--- src/rtl/sram_2kx8_arbiter_pkg.sv ---
// ---------------------------------------------------------------------------
// sram_2kx8_arbiter_pkg
//   Shared definitions for the two-port arbiter in front of the sram_2kx8
//   single-port block RAM.
//
//   Contents:
//     DEF_ADDR_W / DEF_DATA_W  default geometry of the 2K x 8 memory map
//     port_e                   requester identity (PORT_CPU = 0, PORT_DMA = 1)
//     other_port()             the requester that is not the given one
// ---------------------------------------------------------------------------
package sram_2kx8_arbiter_pkg;

  localparam int DEF_ADDR_W = 11;
  localparam int DEF_DATA_W = 8;

  // Port 0 is the CPU-side bus bridge, port 1 the DMA/peripheral side.
  typedef enum logic {
    PORT_CPU = 1'b0,
    PORT_DMA = 1'b1
  } port_e;

  function automatic port_e other_port(input port_e p);
    return (p == PORT_CPU) ? PORT_DMA : PORT_CPU;
  endfunction

endpackage

--- src/rtl/sram_2kx8_arbiter_rr_arb2.sv ---
// ---------------------------------------------------------------------------
// sram_2kx8_arbiter_rr_arb2
//   Two-way grant for the SRAM arbiter. A lone requester always wins. On a
//   conflict the grant goes either to the port that did not win last time
//   (round-robin) or always to port 0 (fixed priority, port 1 may starve).
//
//   Ports:
//     clk         in   clock, state updates on posedge
//     reset       in   asynchronous active-high reset
//     req[1:0]    in   request per port (bit 0 = CPU, bit 1 = DMA)
//     fixed_prio  in   1 = port 0 wins every conflict
//     advance     in   an access was accepted this cycle; record the winner
//     gnt[1:0]    out  one-hot grant, or zero when nobody requests
// ---------------------------------------------------------------------------
module sram_2kx8_arbiter_rr_arb2
  import sram_2kx8_arbiter_pkg::*;
(
  input  logic       clk,
  input  logic       reset,
  input  logic [1:0] req,
  input  logic       fixed_prio,
  input  logic       advance,
  output logic [1:0] gnt
);

  port_e last_grant;
  port_e conflict_winner;

  // Winner of a two-way conflict; a lone requester bypasses this entirely.
  always_comb begin
    conflict_winner = fixed_prio ? PORT_CPU : other_port(last_grant);
    gnt             = 2'b00;
    case (req)
      2'b01:   gnt = 2'b01;
      2'b10:   gnt = 2'b10;
      2'b11:   gnt = (conflict_winner == PORT_CPU) ? 2'b01 : 2'b10;
      default: gnt = 2'b00;
    endcase
  end

  // last_grant resets to DMA so the very first conflict goes to the CPU.
  // It is tracked in fixed-priority mode too, so the state is meaningful
  // whichever mode the instance is built in.
  always_ff @(posedge clk or posedge reset) begin
    if (reset) begin
      last_grant <= PORT_DMA;
    end else if (advance && (gnt != 2'b00)) begin
      last_grant <= gnt[1] ? PORT_DMA : PORT_CPU;
    end
  end

endmodule

--- src/rtl/sram_2kx8_arbiter.sv ---
// ---------------------------------------------------------------------------
// sram_2kx8_arbiter
//   Two-port pipelined arbiter in front of the sram_2kx8 single-port block
//   RAM (bypass read mode). One SRAM access per cycle at most; each access
//   is acknowledged two cycles after acceptance on the port that issued it.
//
//   Cycle N   : accept  - grant one valid port, pX_ready pulses
//   Cycle N+1 : issue   - sram_ce/wre/ad/din driven from registers
//   Cycle N+2 : respond - pX_rsp_valid pulses, read data passed from sram_dout
//
//   Parameters:
//     ADDR_W      SRAM address width (2048 words by default)
//     DATA_W      SRAM data width
//     FIXED_PRIO  0 = round-robin, 1 = port 0 always wins a conflict
//
//   Ports:
//     clk, reset                  clock, asynchronous active-high reset
//     p0_valid/ready/we/addr/wdata  port 0 (CPU) request handshake
//     p0_rsp_valid, p0_rdata        port 0 completion pulse and read data
//     p1_*                          same set for port 1 (DMA)
//     sram_ce, sram_oce, sram_wre   SRAM controls (oce tied high)
//     sram_ad, sram_din             SRAM address and write data
//     sram_dout                     SRAM read data, valid the cycle after ce
// ---------------------------------------------------------------------------
module sram_2kx8_arbiter
  import sram_2kx8_arbiter_pkg::*;
#(
  parameter int ADDR_W     = DEF_ADDR_W,
  parameter int DATA_W     = DEF_DATA_W,
  parameter int FIXED_PRIO = 0
) (
  input  logic              clk,
  input  logic              reset,

  input  logic              p0_valid,
  output logic              p0_ready,
  input  logic              p0_we,
  input  logic [ADDR_W-1:0] p0_addr,
  input  logic [DATA_W-1:0] p0_wdata,
  output logic              p0_rsp_valid,
  output logic [DATA_W-1:0] p0_rdata,

  input  logic              p1_valid,
  output logic              p1_ready,
  input  logic              p1_we,
  input  logic [ADDR_W-1:0] p1_addr,
  input  logic [DATA_W-1:0] p1_wdata,
  output logic              p1_rsp_valid,
  output logic [DATA_W-1:0] p1_rdata,

  output logic              sram_ce,
  output logic              sram_oce,
  output logic              sram_wre,
  output logic [ADDR_W-1:0] sram_ad,
  output logic [DATA_W-1:0] sram_din,
  input  logic [DATA_W-1:0] sram_dout
);

  localparam logic FIXED_MODE = (FIXED_PRIO != 0);

  // Accept stage
  logic [1:0]        gnt;
  logic              accept;
  port_e             sel_port;
  logic              sel_we;
  logic [ADDR_W-1:0] sel_addr;
  logic [DATA_W-1:0] sel_wdata;

  // Issue stage bookkeeping (its valid bit is sram_ce itself)
  port_e             s1_port;
  logic              s1_we;

  // Response stage
  logic              s2_valid;
  port_e             s2_port;
  logic              s2_we;
  logic              p0_load;
  logic              p1_load;
  logic [DATA_W-1:0] p0_rdata_q;
  logic [DATA_W-1:0] p1_rdata_q;

  sram_2kx8_arbiter_rr_arb2 u_arb (
    .clk        (clk),
    .reset      (reset),
    .req        ({p1_valid, p0_valid}),
    .fixed_prio (FIXED_MODE),
    .advance    (accept),
    .gnt        (gnt)
  );

  // The SRAM never stalls, so any grant is an accept.
  assign accept   = gnt[0] | gnt[1];
  assign p0_ready = p0_valid & gnt[0];
  assign p1_ready = p1_valid & gnt[1];

  // Bypass read mode: the output register enable is permanently on.
  assign sram_oce = 1'b1;

  always_comb begin
    sel_port  = gnt[1] ? PORT_DMA : PORT_CPU;
    sel_we    = p0_we;
    sel_addr  = p0_addr;
    sel_wdata = p0_wdata;
    if (sel_port == PORT_DMA) begin
      sel_we    = p1_we;
      sel_addr  = p1_addr;
      sel_wdata = p1_wdata;
    end
  end

  // Issue registers. When idle, ad/din keep their last value so the SRAM
  // pins stay quiet; only ce and wre fall.
  always_ff @(posedge clk or posedge reset) begin
    if (reset) begin
      sram_ce  <= 1'b0;
      sram_wre <= 1'b0;
      sram_ad  <= '0;
      sram_din <= '0;
      s1_port  <= PORT_CPU;
      s1_we    <= 1'b0;
    end else begin
      sram_ce  <= accept;
      sram_wre <= accept & sel_we;
      if (accept) begin
        sram_ad  <= sel_addr;
        sram_din <= sel_wdata;
        s1_port  <= sel_port;
        s1_we    <= sel_we;
      end
    end
  end

  // Response stage tracks which port owns the access the SRAM is
  // completing this cycle. An asynchronous reset wipes both stages, so no
  // in-flight access ever produces a response.
  always_ff @(posedge clk or posedge reset) begin
    if (reset) begin
      s2_valid <= 1'b0;
      s2_port  <= PORT_CPU;
      s2_we    <= 1'b0;
    end else begin
      s2_valid <= sram_ce;
      s2_port  <= s1_port;
      s2_we    <= s1_we;
    end
  end

  assign p0_rsp_valid = s2_valid & (s2_port == PORT_CPU);
  assign p1_rsp_valid = s2_valid & (s2_port == PORT_DMA);

  // sram_dout only becomes valid in the response cycle, so a read passes it
  // straight through to line up with rsp_valid; the copy captured at the end
  // of that cycle keeps rdata steady across writes and idle cycles.
  assign p0_load  = p0_rsp_valid & ~s2_we;
  assign p1_load  = p1_rsp_valid & ~s2_we;
  assign p0_rdata = p0_load ? sram_dout : p0_rdata_q;
  assign p1_rdata = p1_load ? sram_dout : p1_rdata_q;

  always_ff @(posedge clk or posedge reset) begin
    if (reset) begin
      p0_rdata_q <= '0;
      p1_rdata_q <= '0;
    end else begin
      p0_rdata_q <= p0_rdata;
      p1_rdata_q <= p1_rdata;
    end
  end

endmodule

--- config.mk ---
export PLATFORM = sky130hd
export DESIGN_NAME = sram_2kx8_arbiter
export DESIGN_NICKNAME = d
export VERILOG_FILES = /design/src/rtl/sram_2kx8_arbiter_pkg.sv /design/src/rtl/sram_2kx8_arbiter_rr_arb2.sv /design/src/rtl/sram_2kx8_arbiter.sv
export SDC_FILE = /design/constraint.sdc
export NUM_CORES = 1
export LEC_CHECK = 0
export ABC_AREA = 1
export BUFFER_PORTS_ARGS = -buffer_cell sky130_fd_sc_hd__buf_4
export CAP_MARGIN = 0
export CELL_PAD_IN_SITES_DETAIL_PLACEMENT = 1
export CELL_PAD_IN_SITES_GLOBAL_PLACEMENT = 1
export CORE_ASPECT_RATIO = 0.5
export CORE_MARGIN = 3
export CORE_UTILIZATION = 28
export DETAILED_ROUTE_END_ITERATION = 10
export PLACE_DENSITY_LB_ADDON = 0.05
export SYNTH_ARGS = -nofsm -noshare
export SYNTH_HDL_FRONTEND = slang
export SYNTH_SLANG_ARGS = --single-unit
--- constraint.sdc ---
create_clock -name clk -period 1.01 [get_ports clk]
set_input_delay 0.0505 -clock clk [delete_from_list [all_inputs] [get_ports clk]]
set_output_delay 0.0505 -clock clk [all_outputs]
set_load 0.03 [all_outputs]
==> results of run 1 <==
-- sequential cells by signal (all words and copies together), names as in the netlist --
signal / cells
s1_we: 1
p1_rdata_q: 8
sram_din: 8
sram_ce: 1
s2_port: 1
s2_valid: 1
sram_ad: 11
sram_wre: 1
s1_port: 1
u_arb.last_grant: 1
p0_rdata_q: 8
s2_we: 1
-- layout by cell type, fill, tap and decap left out, types with 5 or more instances in the layout --
cell and instances:
clkbuf_16 5, nand2_2 36, o21ai_4 16, nand2_1 84
nand2_4 13, inv_1 18, dfrtp_1 42, buf_4 94
buf_6 22, nand3b_1 11
-- power breakdown --
| group | switching [mW] | internal, mW | total (mW) |
|---|---|---|---|
| sequential | 0.141 | 2.01 | 2.15 |
| combinational | 1.42 | 1.05 | 2.47 |
| clock | 0.661 | 1.23 | 1.89 |
-- logic make-up after synthesis --
logic type	Yosys count
AOI/OAI and AO/OA	17
buffers and inverters	37
DFF	43
other	1
and+or+nand+nor	147
-- worst max-delay path, stage by stage, from the launching register on --
cell and delay [ns]:
dfrtp_1 0.40, nand2_1 0.13, inv_4 0.07, nand2_4 0.16, nand2_1 0.12, o21ai_4 0.08
buf_6 0.15
-- path summary, 6_finish.rpt --
path / startpoint / endpoint / cells after the start
min in group asynchronous: reset / sram_din[3] / 3
max in group asynchronous: reset / p1_rdata_q[7] / 4
min reg2reg: s1_port / s2_port / 0
min: p0_addr[2] / sram_ad[2] / 5
max: s2_port / p1_rdata[2] / 6
max reg2reg: u_arb.last_grant / sram_ad[0] / 7
-- per-stage QoR --
| stage | setup TNS (ns) | hold slack (ns) |
|---|---|---|
| floorplan | -6.25 | 0.0480 |
| global placement | -7.02 | 0.0625 |
| detailed placement | -8.63 | 0.0612 |
| CTS | -12.32 | 0.0354 |
| global route | -16.27 | 0.0463 |
| finish | -12.54 | 0.0380 |
-- final cells by class --
class	instances	area [µm²]	share of cell area, %
timing repair buffer	121	1030	28.7
inverter	26	111	3.09
tap	88	110	3.06
multi-input combinational	166	1100	30.5
clock buffer	6	139	3.85
sequential	43	1080	29.9
clock inverter	2	35.0	0.972
-- per-layer routing --
| layer | up-vias | routed length [µm] | global-route usage (%) |
|---|---|---|---|
| met1 | 978 | 2670 | 20.5 |
| met2 | 59 | 3270 | 30.1 |
| li1 | 971 | - | - |
| met4 | 0 | 60 | 4.69 |
| met5 | - | 0 | 0 |
| met3 | 6 | 439 | 5.32 |
-- repair_timing --
item                       in CTS  in global routing
hold endpoints to repair       11                  0
cloned                          2                  0
gates resized for setup        63                 31
hold buffers                    1                  0
setup buffers                   7                  3
setup endpoints to repair      59                 59
pin swaps                      14                 17
==> results.cfg, run 1 <==
[synth]
ys_warn_count = 0
synth_most_common_cell = nand2_1
netlist.area_leader.share_pct = 54.5
synthCells = 245
avgSynthCellArea_um2 = 7.87
ys_seq_area_share_pct = 55.9
synth_largest_area_cell = dfrtp_1
synth-xor-area-share_pct = 0
async_reset_ff_share_pct = 100
synth_area_leaders = dfrtp_1, nand2_1, inv_1, o21ai_1, nand3b_1
synth_edf_count = 0
synth_seq_cells = 43
synth-simple-area-share_pct = 31.3
syn-num-nets = 297
synth-main-ff-cell = dfrtp_1
netlist_area_mm2 = 0.00193
synth-compound-area-share_pct = 4.41
synth.area.mux_share_pct = 0
yosys.area_share.adder_pct = 0
synth_top_cells_by_count = nand2_1, dfrtp_1, inv_1
synth_top_family_by_area = simple AND/OR/NAND/NOR gates
synth.distinct_cells = 14

[worst_hold_path]
min_path_type = in2reg

[route]
vias_per_cell = 4.46
drt_iter0_markers = 106
dr_total_vias = 2014
firstDrtPassIters = 4
wl_per_cell_um = 14.3
drcViolationCount = 0
totalWireLength_mm = 6.45
ant_nets = 0

[status]
violations = setup timing
status = finished, violations left

[cells_and_area]
final_area_mm2 = 0.00360
nNetsFinal = 415
fillers = 718
stdcell_count = 452
diodes = 0
layout-drive-gt1-share_pct = 56.6
syn2layout_area_growth_pct = 86.9
utilization_pct = 56.7

[grt]
grt_pass1_wl_mm = 10.8
grt_max_degree = 17
grt_overflow_total = 0
antenna_found_initial = 0
grt_use_total_pct = 17.2
grt_pass1_vias = 2229

[power_and_ir_drop]
power.leakage_nw = 1.88
p_total_mw = 6.51
vdd_drop_max_uv = 672
p_per_area_mw_per_mm2 = 1810

[die]
die_w_um = 123
coreArea_mm2 = 0.00636
start_util_pct = 30.3
die_height_um = 64.7
ios = 94
std_cell_rows = 20
dieArea_mm2 = 0.00798

[placed_design]
placed_area_mm2 = 0.00304
io_buffer_count = 92
post-place-ws_ns = -0.239
hpwl_mm = 4.65
gp_congestion = 0.684
placed_cells = 433

[sta]
fin_crit_ns = 1.44
finalCritPeriodShare_pct = 143
fmax_ghz = 0.692
finalHoldViolations = 0
rsz0062_at_grt = true
finalSetupViolCount = 57
finalMaxSlewViolations = 0
final.setup.worst_slack_ns = -0.434
fin_skew_ns = 0.00457

[clock_network]
clk_pin_slew_ns = 0.06
cts.sinks = 43
cts_buffer_depth = 2
cts_tree = yes
root_buffer = clkbuf_16
clock_latency_ns = 0.28
numCtsBuffers = 5
htree_levels = 2

[setup_path]
cp.required_ns = 0.96
cp_max_fo = 8
endpoint_kind = output port
start_kind = flop
cp.arrival_ns = 1.39
crit_type = reg2out
rrSetupSlack_ns = -0.22

[flow_run]
cap_violations = 0
No activity file was read; power rests on OpenSTA's default activity.
==> run 2, diff against run 1 <==
--- a/config.mk
+++ b/config.mk
@@ -5,14 +5,14 @@
 export SDC_FILE = /design/constraint.sdc
 export NUM_CORES = 1
 export LEC_CHECK = 0
-export ABC_AREA = 1
+export ABC_AREA = 0
 export BUFFER_PORTS_ARGS = -buffer_cell sky130_fd_sc_hd__buf_4
 export CAP_MARGIN = 0
 export CELL_PAD_IN_SITES_DETAIL_PLACEMENT = 1
 export CELL_PAD_IN_SITES_GLOBAL_PLACEMENT = 1
 export CORE_ASPECT_RATIO = 0.5
-export CORE_MARGIN = 3
-export CORE_UTILIZATION = 28
+export CORE_MARGIN = 4
+export CORE_UTILIZATION = 30
 export DETAILED_ROUTE_END_ITERATION = 10
 export PLACE_DENSITY_LB_ADDON = 0.05
 export SYNTH_ARGS = -nofsm -noshare
==> results.cfg, run 2 <==
[worst_hold_path]
min_path_type = in2reg
worstHoldPathCells = 3

[sta]
finalSetupViolCount = 59
finalHoldViolations = 0
finalCritPeriodShare_pct = 161
rsz0062_at_grt = true
hold_ws_ns = 0.00623
fin_skew_ns = 0.00551
fin_crit_ns = 1.63
finalMaxSlewViolations = 0
fmax_ghz = 0.614
final.setup.worst_slack_ns = -0.618

[synth]
yosys.area_share.adder_pct = 0
synth_top_cells_by_count = dfrtp_1, nor2b_1, a211oi_1, nor2_1, o22ai_1
netlist.area_leader.share_pct = 55.0
synth.distinct_cells = 23
ys_seq_area_share_pct = 56.3
synth-compound-area-share_pct = 16.4
async_reset_ff_share_pct = 100
synth_most_common_cell = dfrtp_1
synth-xor-area-share_pct = 0
synth_seq_cells = 43
syn-num-nets = 219
netlist_area_mm2 = 0.00191
avgSynthCellArea_um2 = 11.4
synth-main-ff-cell = dfrtp_1
synth_edf_count = 0
synth_top_family_by_area = compound AO/OA/AOI/OAI gates
synth-simple-area-share_pct = 13.2
synthCells = 167
synth_area_leaders = dfrtp_1, mux2_2, a211oi_1, nor2b_1, o22ai_1
synth_largest_area_cell = dfrtp_1
synth.area.mux_share_pct = 9.42
ys_warn_count = 0

[route]
wl_per_cell_um = 17.1
totalWireLength_mm = 6.42
ant_nets = 0
drt_iter0_markers = 54
drcViolationCount = 0
dr_total_vias = 1822
firstDrtPassIters = 4
vias_per_cell = 4.86

[grt]
grt_use_total_pct = 16.6
use_met2_pct = 30.3
busiest_layer = met2
grt_pass1_wl_mm = 10.1
globalRouteMet1Util_pct = 19.5
grt_pass1_vias = 1965
antenna_found_initial = 0
grt_overflow_total = 0
grt_max_degree = 44
use_met3_pct = 4.88

[clock_network]
cts_tree = yes
cts_buffer_depth = 2
clock_latency_ns = 0.29
htree_levels = 2
numCtsBuffers = 5
cts.sinks = 43
root_buffer = clkbuf_16
clk_pin_slew_ns = 0.07

[cells_and_area]
utilization_pct = 58.0
regArea_mm2 = 0.00108
layout-drive-gt1-share_pct = 61.0
diodes = 0
stdcell_count = 375
most-common-layout-cells = buf_4, dfrtp_1, buf_6
fillers = 645
syn2layout_area_growth_pct = 85.9
largest_reg_flops = 11
multi_input_area_mm2 = 0.00103
layout_commonest_cell = buf_4
regMostFlops = sram_ad
nNetsFinal = 338
final_area_mm2 = 0.00355

[setup_path]
worstSetupPathDepth = 4
crit_chain = nor3b_4 -> buf_12 -> mux2_4 -> buf_6
rr_worst_depth = 6
cp_max_fo = 8
endpoint_kind = output port
crit_type = reg2out
cp_slowest_cell = dfrtp_1
critical_path.top_delay_family = flip-flops
worst-path-buf-inv = 2
cp.required_ns = 0.96
critPathMaxStageDelay_ns = 0.42
start_kind = flop
cp.arrival_ns = 1.58

[die]
ios = 94
die_w_um = 121
start_util_pct = 31.2
std_cell_rows = 20
coreArea_mm2 = 0.00613
dieArea_mm2 = 0.00779
die_height_um = 64.5

[power_and_ir_drop]
vdd_drop_max_uv = 677
p_per_area_mw_per_mm2 = 1970
power.leakage_nw = 1.62
pwr-share-clk_pct = 26.5
internal-power_mw = 4.70
comb_power_share_pct = 41.9
p_switching_mw = 2.30
power.share.switching_pct = 32.9
pwr-share-seq_pct = 31.7

[flow_run]
cap_violations = 0

[placed_design]
gp_congestion = 0.680
io_buffer_count = 92
placed_cells = 350
post-place-ws_ns = -0.347
hpwl_mm = 4.22
placed_area_mm2 = 0.00287

[status]
violations = setup timing
status = finished, violations left
-- run 2: layer usage --
metal / vias up / wire length, µm
li1: 840 / -
met1: 923 / 2670
met2: 56 / 3370
met3: 3 / 364
met4: 0 / 14
met5: - / 0
-- run 2: final cells by class --
type                       instances  area share [%]
clock buffer                       5            3.52
clock inverter                     3            1.23
sequential                        43            30.3
multi-input combinational        108            28.9
tap                               88            3.10
timing repair buffer             124            32.4
inverter                           4           0.528
-- run 2: worst reg2reg max path: cells and delay by family, from the launching register on --
kind,cells,cell delay [ns]
AND/OR/NAND/NOR,1,0.08
multiplexers,1,0.32
flip-flops,1,0.42
buffers and inverters,4,0.55
-- run 2: final timing paths --
kind	from	end	slack [ns]
worst max-delay path	s2_we	p0_rdata[0]	-0.62
worst min-delay path	p1_wdata[2]	sram_din[2]	0.006
worst max register to register	s2_port	p1_rdata_q[6]	-0.46
worst min register to register	sram_ce	s2_valid	0.38
max in group asynchronous	reset	p0_rdata_q[0]	0.30
min in group asynchronous	reset	sram_ce	0.31
-- run 2: kinds of logic after synthesis --
logic type | Yosys count
compound gates | 45
buf+inv | 16
flops | 43
mux | 16
other cells | 1
simple gates | 46
-- run 2: through the flow --
stage          power [mW]  TNS (ns)
6_report             7.00    -19.67
5_1_grt              7.33    -22.30
4_1_cts              6.92    -19.06
3_5_place_dp         4.54    -11.35
3_3_place_gp         4.48    -10.29
2_1_floorplan        3.61     -9.82
-- run 2: what timing repair did --
action / 4_1_cts / 5_1_grt
hold endpoints to repair: 13 / 0
hold buffers: 5 / 0
gates resized for setup: 64 / 13
cloned: 1 / 0
setup endpoints to repair: 58 / 59
buffers inserted: 9 / 5
pin swaps: 8 / 8
-- run 2: power groups by stage --
stage,clock [mW],sequential (mW),combinational [mW]
4_1_cts,1.91,2.21,2.80
6_report,1.85,2.22,2.93
3_3_place_gp,0,2.22,2.27
2_1_floorplan,0,2.41,1.20
3_5_place_dp,0,2.23,2.30
5_1_grt,1.99,2.25,3.10
